$ cat config.mk
export PLATFORM = sky130hd
export DESIGN_NAME = fifo_fwft_mbank
export DESIGN_NICKNAME = d
export VERILOG_FILES = /design/src/rtl/fifo_pkg.sv /design/src/rtl/fifo_spram_bank.sv /design/src/rtl/fifo_fwft_mbank.sv
export SDC_FILE = /design/constraint.sdc
export NUM_CORES = 1
export LEC_CHECK = 0
export ABC_AREA = 1
export ABC_CLOCK_PERIOD_IN_PS = 2550
export CAP_MARGIN = 20
export CORE_AREA = 2 2 162 164
export DETAILED_ROUTE_END_ITERATION = 6
export DIE_AREA = 0 0 164 166
export GPL_TIMING_DRIVEN = 0
export PLACE_DENSITY = 0.75
export REMOVE_ABC_BUFFERS = 1
export SLEW_MARGIN = 20
export SYNTH_ARGS = -nofsm -noshare
export SYNTH_HDL_FRONTEND = slang
export SYNTH_SLANG_ARGS = --single-unit
$ cat constraint.sdc
create_clock -name clk -period 2.55 [get_ports clk]
set_clock_uncertainty 0.15 [all_clocks]
set_input_delay 0.255 -clock clk [delete_from_list [all_inputs] [get_ports clk]]
set_output_delay 0.255 -clock clk [all_outputs]
set_load 0.02 [all_outputs]
$ cat src/rtl/fifo_pkg.sv
`default_nettype none
// +----------------------------------------------------------------------------+
// | fifo_pkg                                                                   |
// | Shared helpers for the multi-bank FWFT FIFO: width function, bank-select   |
// | type, minimum bank count and parameter legality test.                      |
// | Revision: 1.0 - initial release                                            |
// +----------------------------------------------------------------------------+
package fifo_pkg;

  localparam int MIN_BANKS = 2;

  // Wide enough for any legal bank index (up to 256 banks).
  typedef logic [7:0] bank_sel_t;

  // ceil(log2(n)), but never below 1 so that vectors never collapse to zero width.
  function automatic int clog2_min1(input int n);
    int r;
    r = 0;
    for (int i = 0; i < 31; i++) begin
      if ((1 << i) < n) r = i + 1;
    end
    return (r < 1) ? 1 : r;
  endfunction

  function automatic bit is_pow2(input int n);
    return (n > 0) && ((n & (n - 1)) == 0);
  endfunction

  // Returns 1 when the FIFO geometry is one the datapath can implement.
  function automatic bit params_legal(input int depth, input int banks, input int aw);
    return is_pow2(depth) && is_pow2(banks) && (banks >= MIN_BANKS) &&
           (banks <= 256) && ((depth % banks) == 0) && (depth >= banks) &&
           ((1 << aw) == depth);
  endfunction

endpackage
`default_nettype wire

$ cat src/rtl/fifo_spram_bank.sv
`default_nettype none
// +----------------------------------------------------------------------------+
// | fifo_spram_bank                                                            |
// | One bank of the interleaved FWFT FIFO: a single-port RAM plus a one-entry  |
// | head register. A RAM write always wins the single port; a pending head     |
// | refill simply waits one cycle.                                             |
// | Revision: 1.0 - initial release                                            |
// +----------------------------------------------------------------------------+
module fifo_spram_bank
  import fifo_pkg::*;
#(
  parameter int DATA_WIDTH = 8,
  parameter int BANK_DEPTH = 16,
  parameter int BANK_AW    = clog2_min1(BANK_DEPTH)
) (
  input  logic                  clk,
  input  logic                  rst_n,
  input  logic                  push,
  input  logic [BANK_AW-1:0]    wr_addr,
  input  logic [DATA_WIDTH-1:0] wdata,
  input  logic                  pop,
  output logic [DATA_WIDTH-1:0] head_data
);

  localparam logic [BANK_AW:0]   CNT_ONE  = (BANK_AW + 1)'(1);
  localparam logic [BANK_AW-1:0] ADDR_ONE = BANK_AW'(1);

  logic [DATA_WIDTH-1:0] mem [0:(1 << BANK_AW)-1];
  logic                  head_valid;
  logic [BANK_AW-1:0]    rd_addr;   // in-bank address of the next entry to enter the head
  logic [BANK_AW:0]      ram_cnt;   // entries held in RAM, not counting the head

  logic ram_empty;
  logic load_direct;
  logic ram_wr;
  logic refill;

  // Port arbitration: direct head load bypasses RAM, a RAM write owns the port,
  // otherwise the port is free to refill the head (on the pop edge or later).
  always_comb begin
    ram_empty   = (ram_cnt == '0);
    load_direct = push && !head_valid && ram_empty;
    ram_wr      = push && !load_direct;
    refill      = !ram_wr && !ram_empty && (!head_valid || pop);
  end

  // RAM write port (contents need no reset).
  always_ff @(posedge clk) begin
    if (ram_wr) mem[wr_addr] <= wdata;
  end

  // Head register, its valid bit and the refill address.
  always_ff @(posedge clk or negedge rst_n) begin
    if (!rst_n) begin
      head_data  <= '0;
      head_valid <= 1'b0;
      rd_addr    <= '0;
    end else if (load_direct) begin
      head_data  <= wdata;
      head_valid <= 1'b1;
      rd_addr    <= rd_addr + ADDR_ONE;
    end else if (refill) begin
      head_data  <= mem[rd_addr];
      head_valid <= 1'b1;
      rd_addr    <= rd_addr + ADDR_ONE;
    end else if (pop) begin
      head_valid <= 1'b0;
    end
  end

  // RAM occupancy: up on a RAM write, down when an entry moves into the head.
  always_ff @(posedge clk or negedge rst_n) begin
    if (!rst_n) begin
      ram_cnt <= '0;
    end else begin
      case ({ram_wr, refill})
        2'b10:   ram_cnt <= ram_cnt + CNT_ONE;
        2'b01:   ram_cnt <= ram_cnt - CNT_ONE;
        default: ram_cnt <= ram_cnt;
      endcase
    end
  end

endmodule
`default_nettype wire

$ cat src/rtl/fifo_fwft_mbank.sv
`default_nettype none
// +----------------------------------------------------------------------------+
// | fifo_fwft_mbank                                                            |
// | First-word-fall-through FIFO interleaved round-robin across NUM_BANKS      |
// | single-port RAM banks, with occupancy count and sticky error flags.        |
// | Optional feature macro: FIFO_MB_PROG_FLAGS_EN adds registered almost-full  |
// | / almost-empty outputs (afull_o, aempty_o).                                |
// | Revision: 1.0 - initial release                                            |
// +----------------------------------------------------------------------------+
module fifo_fwft_mbank
  import fifo_pkg::*;
#(
  parameter int DATA_WIDTH = 8,
  parameter int FIFO_DEPTH = 32,
  parameter int NUM_BANKS  = 2,
  parameter int ADDR_WIDTH = $clog2(FIFO_DEPTH)
`ifdef FIFO_MB_PROG_FLAGS_EN
  ,
  parameter int AF_LEVEL   = FIFO_DEPTH - 2,
  parameter int AE_LEVEL   = 2
`endif
) (
  input  logic                  clk,
  input  logic                  rst_n,
  input  logic                  wen_i,
  input  logic [DATA_WIDTH-1:0] wdata_i,
  output logic                  full_o,
  input  logic                  ren_i,
  output logic [DATA_WIDTH-1:0] rdata_o,
  output logic                  empty_o,
  output logic                  rvalid_o,
  output logic [ADDR_WIDTH:0]   count_o,
  output logic                  ovf_o,
  output logic                  udf_o,
  input  logic                  clr_err_i
`ifdef FIFO_MB_PROG_FLAGS_EN
  ,
  output logic                  afull_o,
  output logic                  aempty_o
`endif
);

  localparam int BANK_SEL_W = $clog2(NUM_BANKS);
  localparam int BANK_DEPTH = FIFO_DEPTH / NUM_BANKS;
  localparam int BANK_AW    = clog2_min1(BANK_DEPTH);

  localparam logic [ADDR_WIDTH:0] PTR_ONE  = (ADDR_WIDTH + 1)'(1);
  localparam logic [ADDR_WIDTH:0] FULL_CNT = (ADDR_WIDTH + 1)'(FIFO_DEPTH);

  if (!params_legal(FIFO_DEPTH, NUM_BANKS, ADDR_WIDTH)) begin : g_param_check
    $error("fifo_fwft_mbank: illegal FIFO_DEPTH/NUM_BANKS/ADDR_WIDTH combination");
  end

  logic [ADDR_WIDTH:0]   wptr;
  logic [ADDR_WIDTH:0]   rptr;
  logic [ADDR_WIDTH:0]   count;
  logic [ADDR_WIDTH:0]   count_nxt;
  logic                  full;
  logic                  empty;
  logic                  push;
  logic                  pop;
  logic [BANK_AW-1:0]    wr_addr;
  bank_sel_t             rd_sel;
  logic [NUM_BANKS-1:0]  bank_push;
  logic [NUM_BANKS-1:0]  bank_pop;
  logic [DATA_WIDTH-1:0] head_data [NUM_BANKS];
  logic [DATA_WIDTH-1:0] head_mux;

  // Acceptance is judged purely on the pre-edge flags.
  always_comb begin
    full    = (count == FULL_CNT);
    empty   = (count == '0);
    push    = wen_i && !full;
    pop     = ren_i && !empty;
    wr_addr = BANK_AW'(wptr >> BANK_SEL_W);
    rd_sel  = bank_sel_t'(rptr[BANK_SEL_W-1:0]);
  end

  for (genvar b = 0; b < NUM_BANKS; b++) begin : g_bank
    assign bank_push[b] = push && (wptr[BANK_SEL_W-1:0] == BANK_SEL_W'(b));
    assign bank_pop[b]  = pop  && (rptr[BANK_SEL_W-1:0] == BANK_SEL_W'(b));

    fifo_spram_bank #(
      .DATA_WIDTH (DATA_WIDTH),
      .BANK_DEPTH (BANK_DEPTH),
      .BANK_AW    (BANK_AW)
    ) u_bank (
      .clk       (clk),
      .rst_n     (rst_n),
      .push      (bank_push[b]),
      .wr_addr   (wr_addr),
      .wdata     (wdata_i),
      .pop       (bank_pop[b]),
      .head_data (head_data[b])
    );
  end

  // Select the head of the bank the read pointer currently addresses.
  always_comb begin
    head_mux = '0;
    for (int i = 0; i < NUM_BANKS; i++) begin
      if (rd_sel == bank_sel_t'(i)) head_mux = head_data[i];
    end
  end

  // Next occupancy: simultaneous accepted push and pop cancel out.
  always_comb begin
    count_nxt = count;
    if (push && !pop)      count_nxt = count + PTR_ONE;
    else if (pop && !push) count_nxt = count - PTR_ONE;
  end

  // Pointers and occupancy; pointers wrap modulo 2*FIFO_DEPTH.
  always_ff @(posedge clk or negedge rst_n) begin
    if (!rst_n) begin
      wptr  <= '0;
      rptr  <= '0;
      count <= '0;
    end else begin
      if (push) wptr <= wptr + PTR_ONE;
      if (pop)  rptr <= rptr + PTR_ONE;
      count <= count_nxt;
    end
  end

  // Sticky error flags; a new error in the clearing cycle keeps the flag set.
  always_ff @(posedge clk or negedge rst_n) begin
    if (!rst_n) begin
      ovf_o <= 1'b0;
      udf_o <= 1'b0;
    end else begin
      ovf_o <= (wen_i && full)  || (ovf_o && !clr_err_i);
      udf_o <= (ren_i && empty) || (udf_o && !clr_err_i);
    end
  end

`ifdef FIFO_MB_PROG_FLAGS_EN
  localparam logic [ADDR_WIDTH:0] AF_CNT = (ADDR_WIDTH + 1)'(AF_LEVEL);
  localparam logic [ADDR_WIDTH:0] AE_CNT = (ADDR_WIDTH + 1)'(AE_LEVEL);

  // Programmable flags registered from the next-state occupancy.
  always_ff @(posedge clk or negedge rst_n) begin
    if (!rst_n) begin
      afull_o  <= 1'b0;
      aempty_o <= 1'b1;
    end else begin
      afull_o  <= (count_nxt >= AF_CNT);
      aempty_o <= (count_nxt <= AE_CNT);
    end
  end
`endif

  assign count_o  = count;
  assign full_o   = full;
  assign empty_o  = empty;
  assign rvalid_o = !empty;
  assign rdata_o  = empty ? '0 : head_mux;

endmodule
`default_nettype wire
==> run metrics <==
status complete, but fails checks; failing checks negative setup slack; share of cells above drive strength 1 0.116; antenna cell count 0; setup ws final -0.188 ns; pin count of the biggest net entering global routing 69; Sinks on Clock Net 306; register bit total from synthesis 306; Place WS -0.763 ns; crit path cell chain nor2_4 > nand4_1 > nand3_2 > nor2_1 > bufinv_8 > ha_4 > xor2_2 > ha_2 > a21oi_2 > or2_4 > o21ai_2 > nand3_1 > nand2_1 > nand2_1; Mapped Cells 1446; GR Util met1 0.329; Nets 1512; total grt overflow 0; sequential-to-total area share from yosys stat 0.639; FILL cells roughly 2000; # Max-Cap Violations 0; Synth Area in Adders 0.0148; Mapped Area 0.0140 mm²; CTS tree done; critical path's largest stage delay 0.44 ns; die height 166 µm; dominant cell type by area after synthesis edfxtp_1; Slew headroom 0.437; IO Port Bufs 31; Ports 32; crit share post-route 1.07; CTS buffer count 31; complex-gate fraction of the synthesized area 0.0105; Crit Path Category flip-flop to flip-flop; crit path time final 2.74 ns; Worst EP arrival 3.03 ns; drt initial violations about 1100; initial antenna violation count 0; vias in the first global route 9663; delay-heaviest family, CP simple AND/OR/NAND/NOR gates; Post-synth top cells 548 x nand2_1, 256 x edfxtp_1, 202 x nand3_1, 182 x inv_1, 54 x nor2_1; Cell Rows 59; top post-synthesis cells by area edfxtp_1 55%, nand2_1 15%, dfrtp_1 8.9%; CP max stage cell dfrtp_2; Netlist cell types 35; WP data required 2.84 ns; Reg area roughly 0.0090 mm²; EDFF count, synth 256; total wire length 32600 µm; top-count cell post-synth nand2_1; via count 9931; Initial Util 0.546; met2 Use GR 0.392; reg2reg start count_o[3]$_DFFE_PN0P_; clk_lat worst skew 0.55 ns; Crit path depth 14; Syn Area/Cell 9.68 µm²; cell mode on critical path nand2_1; multiplexer area fraction after synthesis 0; H-tree depth 1; TritonRoute pass-1 iters 6; crit end category flip-flop; Syn-to-layout area delta 14.2%; HPWL after DPL 18200 µm; Static Leak 6.91 nW; antenna viol nets, final 0; Post-synth ARST share 0.163; Max Buffers Root-to-Sink 3; met3 Use GR 0.0272; wire length per cell approximately 18 µm; Die Wd 164 µm; main combinational cell family by area after synthesis simple AND/OR/NAND/NOR gates; die footprint 0.0272 mm²; R2R cell count 14; area of the multi-input gates 0.00432 mm²; Critical Path Fanout Max 4; xor-xnor portion of the synthesized cell area 0.0113; Post-synth top flop edfxtp_1; DRC viols 0; HP Class input pin to async pin; top cell type's share of synthesized area 0.549; worst vdd ir 0.723 mV; RD Place Congestion roughly 0.89; setup tns final -0.644 ns; Clock Pin Slew Worst Setup and Hold Paths 0.06 ns; power density cells 1130 mW/mm²; Core ar. 0.0256 mm²; Final Slew Violations 0; Syn. warnings 0; first-pass GRT wire length 50300 µm; final hold violations 0; Critical path origin count_o[3]$_DFFE_PN0P_; Root Buffer clkbuf_16; vias per cell 5.40; final setup violation count 6; post-layout util 0.624; Critical Path Start Type flip-flop; reg-to-reg slack, setup -0.19 ns; RSZ-0062 raised after global routing true; Total Routing Usage GR 0.236; Slew @ Worst Pin 0.841 ns; simple-gate share of the synthesized area 0.253; grt peak-use layer met2; Buf/Inv on CP 1; f_max about 370 MHz
[timing repair]
action,in CTS,in global routing
hold buffers,1,0
setup buffers,15,16
resized for setup,35,62
gates cloned,2,0
hold endpoints to repair,50,0
setup endpoints to repair,52,116
pin swaps,9,21
[power breakdown]
group	switching (mW)	internal, mW
combinational	4.31	2.48
clock	1.82	2.50
sequential	0.940	6.08
total	7.06	11.1
[state kept, by name, summed over array words and instances, names as in the netlist]
name and count:
count_o 6, g_bank.u_bank.head_data 16, g_bank.u_bank.head_valid 2, g_bank.u_bank.mem 256, g_bank.u_bank.ram_cnt 10, g_bank.u_bank.rd_addr 8
ovf_o 1, rptr 1, udf_o 1, wptr 5
[cells by family after synthesis]
logic type,after synthesis
AND/OR/NAND/NOR,831
buffers and inverters,249
AO/OA/AOI/OAI,26
flip-flops,306
XOR/XNOR,18
adder cells (fa/ha/maj),16
[area by class of cell]
type,instances,area share
repair inverters,2,0.000940
multi-input cells,891,0.271
clock inverters,20,0.0103
repair buffers,59,0.0337
flip-flops and latches,306,0.561
inverters,192,0.0478
well taps,335,0.0262
clock buffers,35,0.0495
[path summary, 6_finish.rpt]
kind                                                              to
min in group clk               g_bank[0].u_bank.mem[10][5]$_DFFE_PP_
max in group asynchronous    g_bank[0].u_bank.rd_addr[1]$_DFFE_PN0P_
setup / recovery             g_bank[1].u_bank.ram_cnt[4]$_DFFE_PN0P_
hold reg to reg            g_bank[0].u_bank.head_data[1]$_DFFE_PN0P_
setup reg to reg             g_bank[1].u_bank.ram_cnt[4]$_DFFE_PN0P_
hold / removal                                count_o[2]$_DFFE_PN0P_
[metrics by stage]
step	total power, mW	cell area (µm²)	std cells	hold slack, ns
detailed placement	12.8	14400	1755	0.174
global placement	12.7	14400	1755	0.310
floorplan	10.9	13700	1389	-0.191
global route	19.2	16000	1840	0.161
finish	18.1	16000	1840	0.121
CTS	17.5	15600	1828	0.140
[worst register-to-register path, stage by stage (launching register included)]
cell,delay [ns]
dfrtp_2,0.44
nor2_4,0.19
nand4_1,0.24
nand3_2,0.21
nor2_1,0.05
bufinv_8,0.19
ha_4,0.15
xor2_2,0.18
ha_2,0.21
a21oi_2,0.04
or2_4,0.25
o21ai_2,0.13
nand3_1,0.09
nand2_1,0.06
nand2_1,0.04
[metal layers]
| metal | wire, µm | vias up | part of all wire |
|---|---|---|---|
| met1 | 13500 | 4747 | 0.41 |
| met3 | 2140 | 85 | 0.066 |
| li1 | - | 4750 | - |
| met5 | 0 | - | 0 |
| met4 | 1070 | 0 | 0.033 |
| met2 | 15900 | 349 | 0.49 |
[layout by cell type, fill, tap and decap left out, types with 7 or more instances in the layout]
master	Yosys	routed
nand2_1	548	547
edfxtp_1	256	256
nand3_1	202	197
inv_1	182	174
dfrtp_1	50	39
nor2_1	54	32
clkbuf_16	0	31
buf_4	0	23
nor2_2	1	21
clkdlybuf4s50_1	0	17
nand3_2	12	13
clkinv_1	5	13
o21ai_0	12	8
xor2_1	11	8
buf_2	34	8
inv_2	5	7
clkinvlp_4	0	7
dfrtp_2	0	7
(Power assumes the default switching activity.)
